[config.mk]
export PLATFORM = sky130hd
export DESIGN_NAME = raster_fifo_reader_flat
export DESIGN_NICKNAME = d
export VERILOG_FILES = /design/src/rtl/raster_fifo_reader_if.sv /design/src/rtl/raster_fifo_reader.sv /design/src/flat_wrapper.sv
export SDC_FILE = /design/constraint.sdc
export NUM_CORES = 1
export LEC_CHECK = 0
export CELL_PAD_IN_SITES_DETAIL_PLACEMENT = 2
export CELL_PAD_IN_SITES_GLOBAL_PLACEMENT = 2
export CORE_ASPECT_RATIO = 1.75
export CORE_MARGIN = 3
export CORE_UTILIZATION = 29
export CTS_BUF_LIST = sky130_fd_sc_hd__clkbuf_4 sky130_fd_sc_hd__clkbuf_8
export DETAILED_ROUTE_END_ITERATION = 8
export DONT_BUFFER_PORTS = 1
export PLACE_DENSITY_LB_ADDON = 0.15
export SYNTH_ARGS = -nofsm -noshare
export SYNTH_HDL_FRONTEND = slang
export SYNTH_SLANG_ARGS = --single-unit
[constraint.sdc]
create_clock -name clk -period 3.7 [get_ports clk]
set_input_delay 0.74 -clock clk [delete_from_list [all_inputs] [get_ports clk]]
set_output_delay 0.74 -clock clk [all_outputs]
set_load 0.02 [all_outputs]
[src/rtl/raster_fifo_reader_if.sv]
// Bus bundle for the raster FIFO reader: the FIFO read port plus the downstream stream.
// Stream rule: a word transfers on every rising edge where out_valid && out_ready; once
// raised, out_valid and out_dat hold until that transfer and out_valid never depends on out_ready.
interface raster_fifo_reader_if #(
    parameter int DAT_WID = 4
);
    logic               fifo_empty;
    logic               fifo_read_enable;
    logic [DAT_WID-1:0] fifo_read_dat;
    logic [DAT_WID-1:0] out_dat;
    logic               out_valid;
    logic               out_ready;

    modport master (
        input  fifo_empty,
        input  fifo_read_dat,
        input  out_ready,
        output fifo_read_enable,
        output out_dat,
        output out_valid
    );

    modport slave (
        output fifo_empty,
        output fifo_read_dat,
        output out_ready,
        input  fifo_read_enable,
        input  out_dat,
        input  out_valid
    );
endinterface

[src/rtl/raster_fifo_reader.sv]
// Drains burst_len words from the raster FIFO onto a valid/ready stream, hiding the
// FIFO's one-cycle read latency with a 2-entry output buffer.
module raster_fifo_reader #(
    parameter int DAT_WID = 4,
    parameter int CNT_WID = 16
) (
    input  logic                clk,
    input  logic                rst_L,
    input  logic                start,
    input  logic [CNT_WID-1:0]  burst_len,
    raster_fifo_reader_if.master bus,
    output logic                busy,
    output logic                done,
    output logic [CNT_WID-1:0]  words_left,
    output logic [1:0]          state_dbg
);
    typedef enum logic [1:0] {
        ST_IDLE = 2'd0,
        ST_RUN  = 2'd1,
        ST_DONE = 2'd2
    } state_t;

    localparam logic [CNT_WID-1:0] CNT_ONE = CNT_WID'(1);

    state_t             state;
    state_t             state_nxt;
    logic [CNT_WID-1:0] to_issue;
    logic [CNT_WID-1:0] words_left_q;
    logic               inflight;
    logic [1:0]         occ;
    logic [DAT_WID-1:0] buf0;
    logic [DAT_WID-1:0] buf1;

    logic               pop;
    logic               rd_en;
    logic               take_start;
    logic [2:0]         occ_proj;

    always_comb begin
        state_nxt  = state;
        pop        = 1'b0;
        rd_en      = 1'b0;
        take_start = 1'b0;
        // Occupancy the buffer will have next cycle, before any new read lands.
        occ_proj   = {1'b0, occ} + {2'b00, inflight};
        case (state)
            ST_IDLE: begin
                take_start = start;
                if (start) begin
                    state_nxt = (burst_len == '0) ? ST_DONE : ST_RUN;
                end
            end
            ST_RUN: begin
                pop      = (occ != 2'd0) && bus.out_ready;
                occ_proj = occ_proj - {2'b00, pop};
                rd_en    = !bus.fifo_empty && (to_issue != '0) && (occ_proj <= 3'd1);
                if (pop && (words_left_q == CNT_ONE)) begin
                    state_nxt = ST_DONE;
                end
            end
            ST_DONE: begin
                state_nxt = ST_IDLE;
            end
            default: begin
                state_nxt = ST_IDLE;
            end
        endcase
    end

    always_ff @(posedge clk or negedge rst_L) begin
        if (!rst_L) begin
            state <= ST_IDLE;
        end else begin
            state <= state_nxt;
        end
    end

    always_ff @(posedge clk or negedge rst_L) begin
        if (!rst_L) begin
            to_issue     <= '0;
            words_left_q <= '0;
            inflight     <= 1'b0;
            occ          <= 2'd0;
            buf0         <= '0;
            buf1         <= '0;
        end else if (take_start) begin
            to_issue     <= burst_len;
            words_left_q <= burst_len;
            inflight     <= 1'b0;
            occ          <= 2'd0;
        end else begin
            inflight <= rd_en;
            if (rd_en) begin
                to_issue <= to_issue - CNT_ONE;
            end
            if (pop && (words_left_q != '0)) begin
                words_left_q <= words_left_q - CNT_ONE;
            end
            // Head lives in buf0; a push into a buffer whose only word is leaving goes straight to the head.
            case ({inflight, pop})
                2'b10: begin
                    if (occ == 2'd0) begin
                        buf0 <= bus.fifo_read_dat;
                    end else begin
                        buf1 <= bus.fifo_read_dat;
                    end
                    occ <= occ + 2'd1;
                end
                2'b01: begin
                    buf0 <= buf1;
                    occ  <= occ - 2'd1;
                end
                2'b11: begin
                    if (occ == 2'd1) begin
                        buf0 <= bus.fifo_read_dat;
                    end else begin
                        buf0 <= buf1;
                        buf1 <= bus.fifo_read_dat;
                    end
                end
                default: begin
                end
            endcase
        end
    end

    assign bus.fifo_read_enable = rd_en;
    assign bus.out_valid        = (state == ST_RUN) && (occ != 2'd0);
    assign bus.out_dat          = buf0;
    assign busy                 = (state != ST_IDLE);
    assign done                 = (state == ST_DONE);
    assign words_left           = words_left_q;
    assign state_dbg            = state;
endmodule

[src/flat_wrapper.sv]
// flat-port wrapper written by rule: the top's interface ports become plain ports
module raster_fifo_reader_flat 
#(
    parameter int DAT_WID = 4,
    parameter int CNT_WID = 16
)
  (clk, rst_L, start, burst_len, busy, done, words_left, state_dbg, bus_fifo_empty, bus_fifo_read_dat, bus_out_ready, bus_fifo_read_enable, bus_out_dat, bus_out_valid);
  raster_fifo_reader_if #(.DAT_WID(DAT_WID)) bus_i ();
  input  logic clk;
  input  logic rst_L;
  input  logic start;
  input  logic [CNT_WID-1:0] burst_len;
  output logic busy;
  output logic done;
  output logic [CNT_WID-1:0] words_left;
  output logic [1:0] state_dbg;
  input wire logic [$bits(bus_i.fifo_empty)-1:0] bus_fifo_empty;
  input wire logic [$bits(bus_i.fifo_read_dat)-1:0] bus_fifo_read_dat;
  input wire logic [$bits(bus_i.out_ready)-1:0] bus_out_ready;
  output wire logic [$bits(bus_i.fifo_read_enable)-1:0] bus_fifo_read_enable;
  output wire logic [$bits(bus_i.out_dat)-1:0] bus_out_dat;
  output wire logic [$bits(bus_i.out_valid)-1:0] bus_out_valid;
  assign bus_i.fifo_empty = bus_fifo_empty;
  assign bus_i.fifo_read_dat = bus_fifo_read_dat;
  assign bus_i.out_ready = bus_out_ready;
  assign bus_fifo_read_enable = bus_i.fifo_read_enable;
  assign bus_out_dat = bus_i.out_dat;
  assign bus_out_valid = bus_i.out_valid;
  raster_fifo_reader #(.DAT_WID(DAT_WID), .CNT_WID(CNT_WID)) u_core (.clk(clk), .rst_L(rst_L), .start(start), .burst_len(burst_len), .bus(bus_i), .busy(busy), .done(done), .words_left(words_left), .state_dbg(state_dbg));
endmodule
* Word level (Yosys, flattened, before mapping)
Cells that the tools add are included.
** Word-level totals
- Input port bits :: 25
- Output and inout bits :: 26
- Bits in registers :: 45
- Word-level logic and storage cells :: 69
** Cells by class
- Reductions and logical operators :: 22
- Add/subtract/negate cells :: 6
- Multiplexer cells :: 20
- Bitwise gates (word level) :: 1
- Equal/unequal tests :: 12
- $lt $le $gt $ge :: 1
** Operators with widths (number)
- 16-bit two-way mux :: 4
- 16-bit nonzero test :: 2
- 16-bit by 1-bit subtractor with 16-bit output, second input constant :: 2
- 16-bit by 1-bit equality test with 1-bit output, second input constant :: 1
- 16-bit logical NOT :: 1
- 4-bit two-way mux :: 4
- 4-bit one-hot mux with 3 select lines :: 1
- 2-bit nonzero test :: 5
- 2-bit two-way mux :: 4
- 2-bit one-hot mux with 2 select lines :: 2
- 4-bit one-hot mux with 2 select lines :: 1
- 2-bit by 1-bit equality test with 1-bit output, second input constant :: 3
- 2-bit equality test, second input constant :: 3
- 1-bit logical AND :: 6
- 2-bit inequality test, second input constant :: 3
- 3-bit nonzero test :: 2
- 2-bit logical NOT :: 2
- 1-bit two-way mux :: 4
- 2-bit by 1-bit inequality test with 1-bit output, second input constant :: 2
- 4-bit AND reduction :: 1
- 2-bit by 1-bit adder with 3-bit output :: 1
- 3-bit by 1-bit <= comparator with 1-bit output, second input constant :: 1
- 3-bit AND reduction :: 1
- 3-bit by 1-bit subtractor with 3-bit output :: 1
- 5 further kinds :: 5

* Depth between registers and ports, before layout
- Depth in word-level cells :: 8
- Depth in mapped cells :: 14
- Depth with buffers taken out :: 14

* Least setup slack after synthesis
OpenSTA, ideal clock, no wires.
- Path type :: input to output
- Start point :: input bus_out_ready
- End point :: output bus_fifo_read_enable
- Buffers on the path :: 0
- Stages :: 10
- Data required time :: 2.960 ns
- Setup slack :: 0.547 ns
- Arrival time :: 2.413 ns
- Cells stage by stage :: nor2b_1 -> ha_1 -> inv_1 -> ha_1 -> inv_1 -> fa_1 -> xnor2_1 -> nand4b_1 -> a21o_4 -> inv_4
** On the way
- Word-level cells in the longest chain between the ends :: 5
** RTL lines
- start, declared :: RTL line flat_wrapper.sv:19 : input wire logic [$bits(bus_i.out_ready)-1:0] bus_out_ready;
- 1-bit logical AND :: RTL line raster_fifo_reader.sv:54 : pop = (occ != 2'd0) && bus.out_ready;
- 3-bit by 1-bit subtractor with 3-bit output :: RTL line raster_fifo_reader.sv:55 : occ_proj = occ_proj - {2'b00, pop};
- 3-bit by 1-bit <= comparator with 1-bit output :: RTL line raster_fifo_reader.sv:56 : rd_en = !bus.fifo_empty && (to_issue != '0) && (occ_proj <= 3'd1);
- 1-bit logical AND :: RTL line raster_fifo_reader.sv:56
- 1-bit two-way mux :: RTL line raster_fifo_reader.sv:46 : case (state)
- end, declared :: RTL line flat_wrapper.sv:20 : output wire logic [$bits(bus_i.fifo_read_enable)-1:0] bus_fifo_read_enable;
No other way between the ends.

* Worst setup path after layout
- Start point :: register u_core.occ[0]
- End point :: output bus_fifo_read_enable
** On the way
- Word-level cells in the longest chain between the ends :: 6
- Elaborated cells between the ends (all ways) :: 7
- Classes of those cells :: add/sub (2); order compare (1); mux (1); reduce/logical (3)
** RTL lines
- start, declared :: RTL line raster_fifo_reader.sv:30 : logic [1:0] occ;
- start signal, assigned :: RTL line raster_fifo_reader.sv:107 : occ <= occ + 2'd1;
- start signal, assigned :: RTL line raster_fifo_reader.sv:111 : occ <= occ - 2'd1;
- parallel branches: the longest is 2 deep, another holds 2-bit by 1-bit adder with 3-bit output
- 3-bit by 1-bit subtractor with 3-bit output (*) :: RTL line raster_fifo_reader.sv:55
- 3-bit by 1-bit <= comparator with 1-bit output (*) :: RTL line raster_fifo_reader.sv:56
- 1-bit logical AND (*) :: RTL line raster_fifo_reader.sv:56
- 1-bit two-way mux (*) :: RTL line raster_fifo_reader.sv:46
Mark *: on every way between the ends.

==> results by group <==
Drt
  • Vias: 2375
  • Via-to-Cell Ratio: 5.70
  • Post-route DRC: 0
  • WL per Instance: 22.5 microns
  • DR pass1 iterations: 4
  • Routed WL: 9390 microns
  • 1st-iter DRT viols: 80
  • Post-route ant nets: 0

Die
  • Rows: 46
  • Core footprint: 9090 sq um
  • Total die area: 10600 sq um
  • # IOs: 51
  • Die outline width: 79.1 microns
  • Chip Height: 134 microns
  • Initial core utilization: 0.298

Final layout
  • Post-Layout Inst Area: 3000 sq um
  • Final Non-Filler Cells: 417
  • Area Overhead vs Synth: 10.7%
  • Final Util: 0.330
  • Final nets: 333
  • Layout cell share with drive strength beyond 1: 0.128
  • Antenna Cells: 0

Synthesis
  • Ys async rst share: 1.00
  • Yosys cell types: 52
  • Leading area contributor after synthesis: dfrtp_1
  • Synth top area share: 0.415
  • EDFF count, synth: 0
  • Post-Syn Area: 2710 sq um
  • Dominant synthesized flop cell: dfrtp_1
  • Synth top area cells: dfrtp_1, ha_1, nand2_1
  • Syn Nets: 326
  • Register area share after synthesis: 0.415
  • Synth Warn #: 0
  • Mapped Cells: 289
  • Yosys reg bits: 45
  • Most used standard cell by instance count after synthesis: dfrtp_1
  • Syn_area_per_cell: 9.38 sq um
  • Most frequent cells after synthesis: dfrtp_1, nand2_1, nand3_1

Timing
  • Clk_skew: 7.64 ps
  • Final WS setup: 202 ps
  • Final hold viol count: 0
  • Slew @ Worst Pin: 1030 ps
  • Fmax: 286 MHz
  • Shortest period the worst path allows: 3500 ps
  • Crit share post-route: 0.945
  • Final setup fails: 0
  • Fin. max-slew vios: 0
  • RSZ-0062 raised after global routing: no
  • TNS Setup: 0 ps
  • Worst slew margin: 0.313

Worst hold path
  • Worst min path class: in2async

Clock network
  • Num CTS Buffers: 5
  • Clk buf depth: 2
  • H-tree levels: 2
  • Clk_lat worst skew: 320 ps
  • Worst-path clk slew: 100 ps
  • CTS Root Cell: clkbuf_8
  • CTS Hold Bufs: 0
  • Clock sink count: 45
  • CTS tree: built

Worst setup path
  • Setup crit start kind: flip-flop
  • R2R Path Start: u_core.occ[0]$_DFFE_PN0P_
  • CP Launch Point: u_core.occ[0]$_DFFE_PN0P_
  • CP Cell Sequence: inv_1 -> ha_2 -> nor2b_4 -> ha_1 -> inv_1 -> ha_1 -> inv_1 -> fa_1 -> xnor2_1 -> nand4b_1 -> a21o_4 -> inv_6
  • Number of buffers and inverters on the critical path: 4
  • CP Depth: 12
  • Crit path max fanout: 9
  • Worst Path Required: 2960 ps
  • Crit path max-delay cell type: dfrtp_1
  • Worst r2r dst: u_core.to_issue[5]$_DFFE_PN0P_
  • Worst reg-to-reg path cell count: 14
  • Crit path largest cell delay: 410 ps
  • Element type at the critical path end: output pin
  • Most frequent CP cell: inv_1
  • Crit path DAT: 2760 ps
  • Kind of cell adding the most delay to the critical path: adder cells
  • Critical Path Sink: bus_fifo_read_enable
  • Critical path class: reg2out
  • Setup slack of the most critical reg-to-reg path: 410 ps

Power and ir drop
  • Clk network pwr share: 0.132
  • Comb pwr share: 0.430
  • Flop pwr share: 0.438
  • Psw: 1.22 mW
  • VDD IR max: 0.332 mV
  • Int Pwr: 1.32 mW
  • Pwr dens: 846 nW/um^2
  • Switching Share: 0.481
  • Leakage: 1.23 nW

Placed design
  • Pre-CTS WS: 155 ps
  • Cells after DPL: 404
  • Routability Congestion: 0.817
  • Port-buffer cells: 0
  • Hpwl dp: 6990 microns
  • Placed instance area: 2860 sq um

Global route
  • Initial antenna violation count: 0
  • Total gr overflow: 0
  • Pin count of the biggest net entering global routing: 46
  • Vias in the first global route: 2621
  • All-Layer GR Usage: 0.185
  • First-pass GRT wire length: 14800 microns

Outcome
  • Run status: complete, no violations

Run
  • Maximum Capacitance Violations: 0
==> sequential cells by signal, indices dropped and copies added, names as in the netlist <==
register,count
u_core.state_dbg,2
u_core.occ,2
u_core.to_issue,16
u_core.inflight,1
u_core.buf1,4
u_core.words_left,16
u_core.bus.out_dat,4
==> per-layer routing <==
metal  share of wire  wire length [microns]  vias to the layer above  GRT usage
met5               0                      0                        -          0
met4           0.018                    170                        0     0.0583
met3           0.041                    382                       11     0.0383
met2            0.59                   5510                       43      0.364
met1            0.35                   3320                     1216      0.188
li1                -                      -                     1105          -
==> power groups by stage <==
stage          Combinational (mW)  Sequential [mW]  Clock [mW]
4_1_cts                      1.10             1.12       0.357
6_report                     1.09             1.11       0.334
3_3_place_gp                0.990             1.13           0
2_1_floorplan               0.808             1.03           0
5_1_grt                      1.22             1.16       0.373
3_5_place_dp                 1.03             1.13           0
==> layout by cell type, fill, tap and decap left out, types with 4 or more instances in the layout <==
cell and count:
dfrtp_1 45, nand2_1 33, nand3_1 19, nor2_1 16, o211ai_1 16, nor4_1 14, inv_1 13, ha_1 10
a21oi_1 9, nor3_1 8, o21ai_0 8, buf_4 8, o311ai_0 7, a21o_1 6, mux2_2 6, mux2i_1 5
nand4_1 5, clkbuf_8 5, nor2b_1 4, nand2b_1 4, or4_1 4, xnor2_1 4, or3_1 4, a22oi_1 4
==> layout make-up <==
| class | count | area [sq um] |
|---|---|---|
| flip-flops and latches | 45 | 1130 |
| inverters | 15 | 61.3 |
| fillers | 1061 | 6090 |
| well taps | 120 | 150 |
| clock buffers | 5 | 68.8 |
| repair buffers | 8 | 60.1 |
| clock inverters | 3 | 21.3 |
| multi-input cells | 221 | 1510 |
==> worst min-delay path by stage <==
stage / from / end / depth (start not counted) / slack, ps
2_1_floorplan: rst_L / u_core.buf1[0]$_DFFE_PN0P_ / 0 / 440
3_3_place_gp: rst_L / u_core.to_issue[11]$_DFFE_PN0P_ / 0 / 450
3_5_place_dp: rst_L / u_core.to_issue[15]$_DFFE_PN0P_ / 0 / 450
4_1_cts: rst_L / u_core.to_issue[7]$_DFFE_PN0P_ / 0 / 80
5_1_grt: rst_L / u_core.to_issue[7]$_DFFE_PN0P_ / 0 / 80
6_report: rst_L / u_core.to_issue[7]$_DFFE_PN0P_ / 0 / 110
==> cells by family (layout without fill, tap and decap cells) <==
family | Yosys count | in the layout | share of synthesized area
AO/OA/AOI/OAI | 64 | 65 | 0.175
XOR/XNOR | 5 | 5 | 0.0162
adder cells (fa/ha/maj) | 12 | 12 | 0.0581
buffers and inverters | 24 | 31 | 0.0360
flip-flops | 45 | 45 | 0.415
multiplexers | 12 | 12 | 0.0489
AND/OR/NAND/NOR | 127 | 127 | 0.251
==> repair_timing <==
action                     4_1_cts  5_1_grt
gates cloned                     1        0
setup endpoints to repair        1        1
resized for setup                1        3
pin swaps                        1        1
buffers inserted                 3        1
==> per-stage QoR <==
step                      hold WS [ps]  power (mW)
after global routing              79.0        2.75
after global placement             446        2.12
after detailed placement           446        2.16
after CTS                         82.0        2.57
after floorplan                    444        1.84
final                              107        2.54
Note: power is estimated with default switching activity, not from simulation.
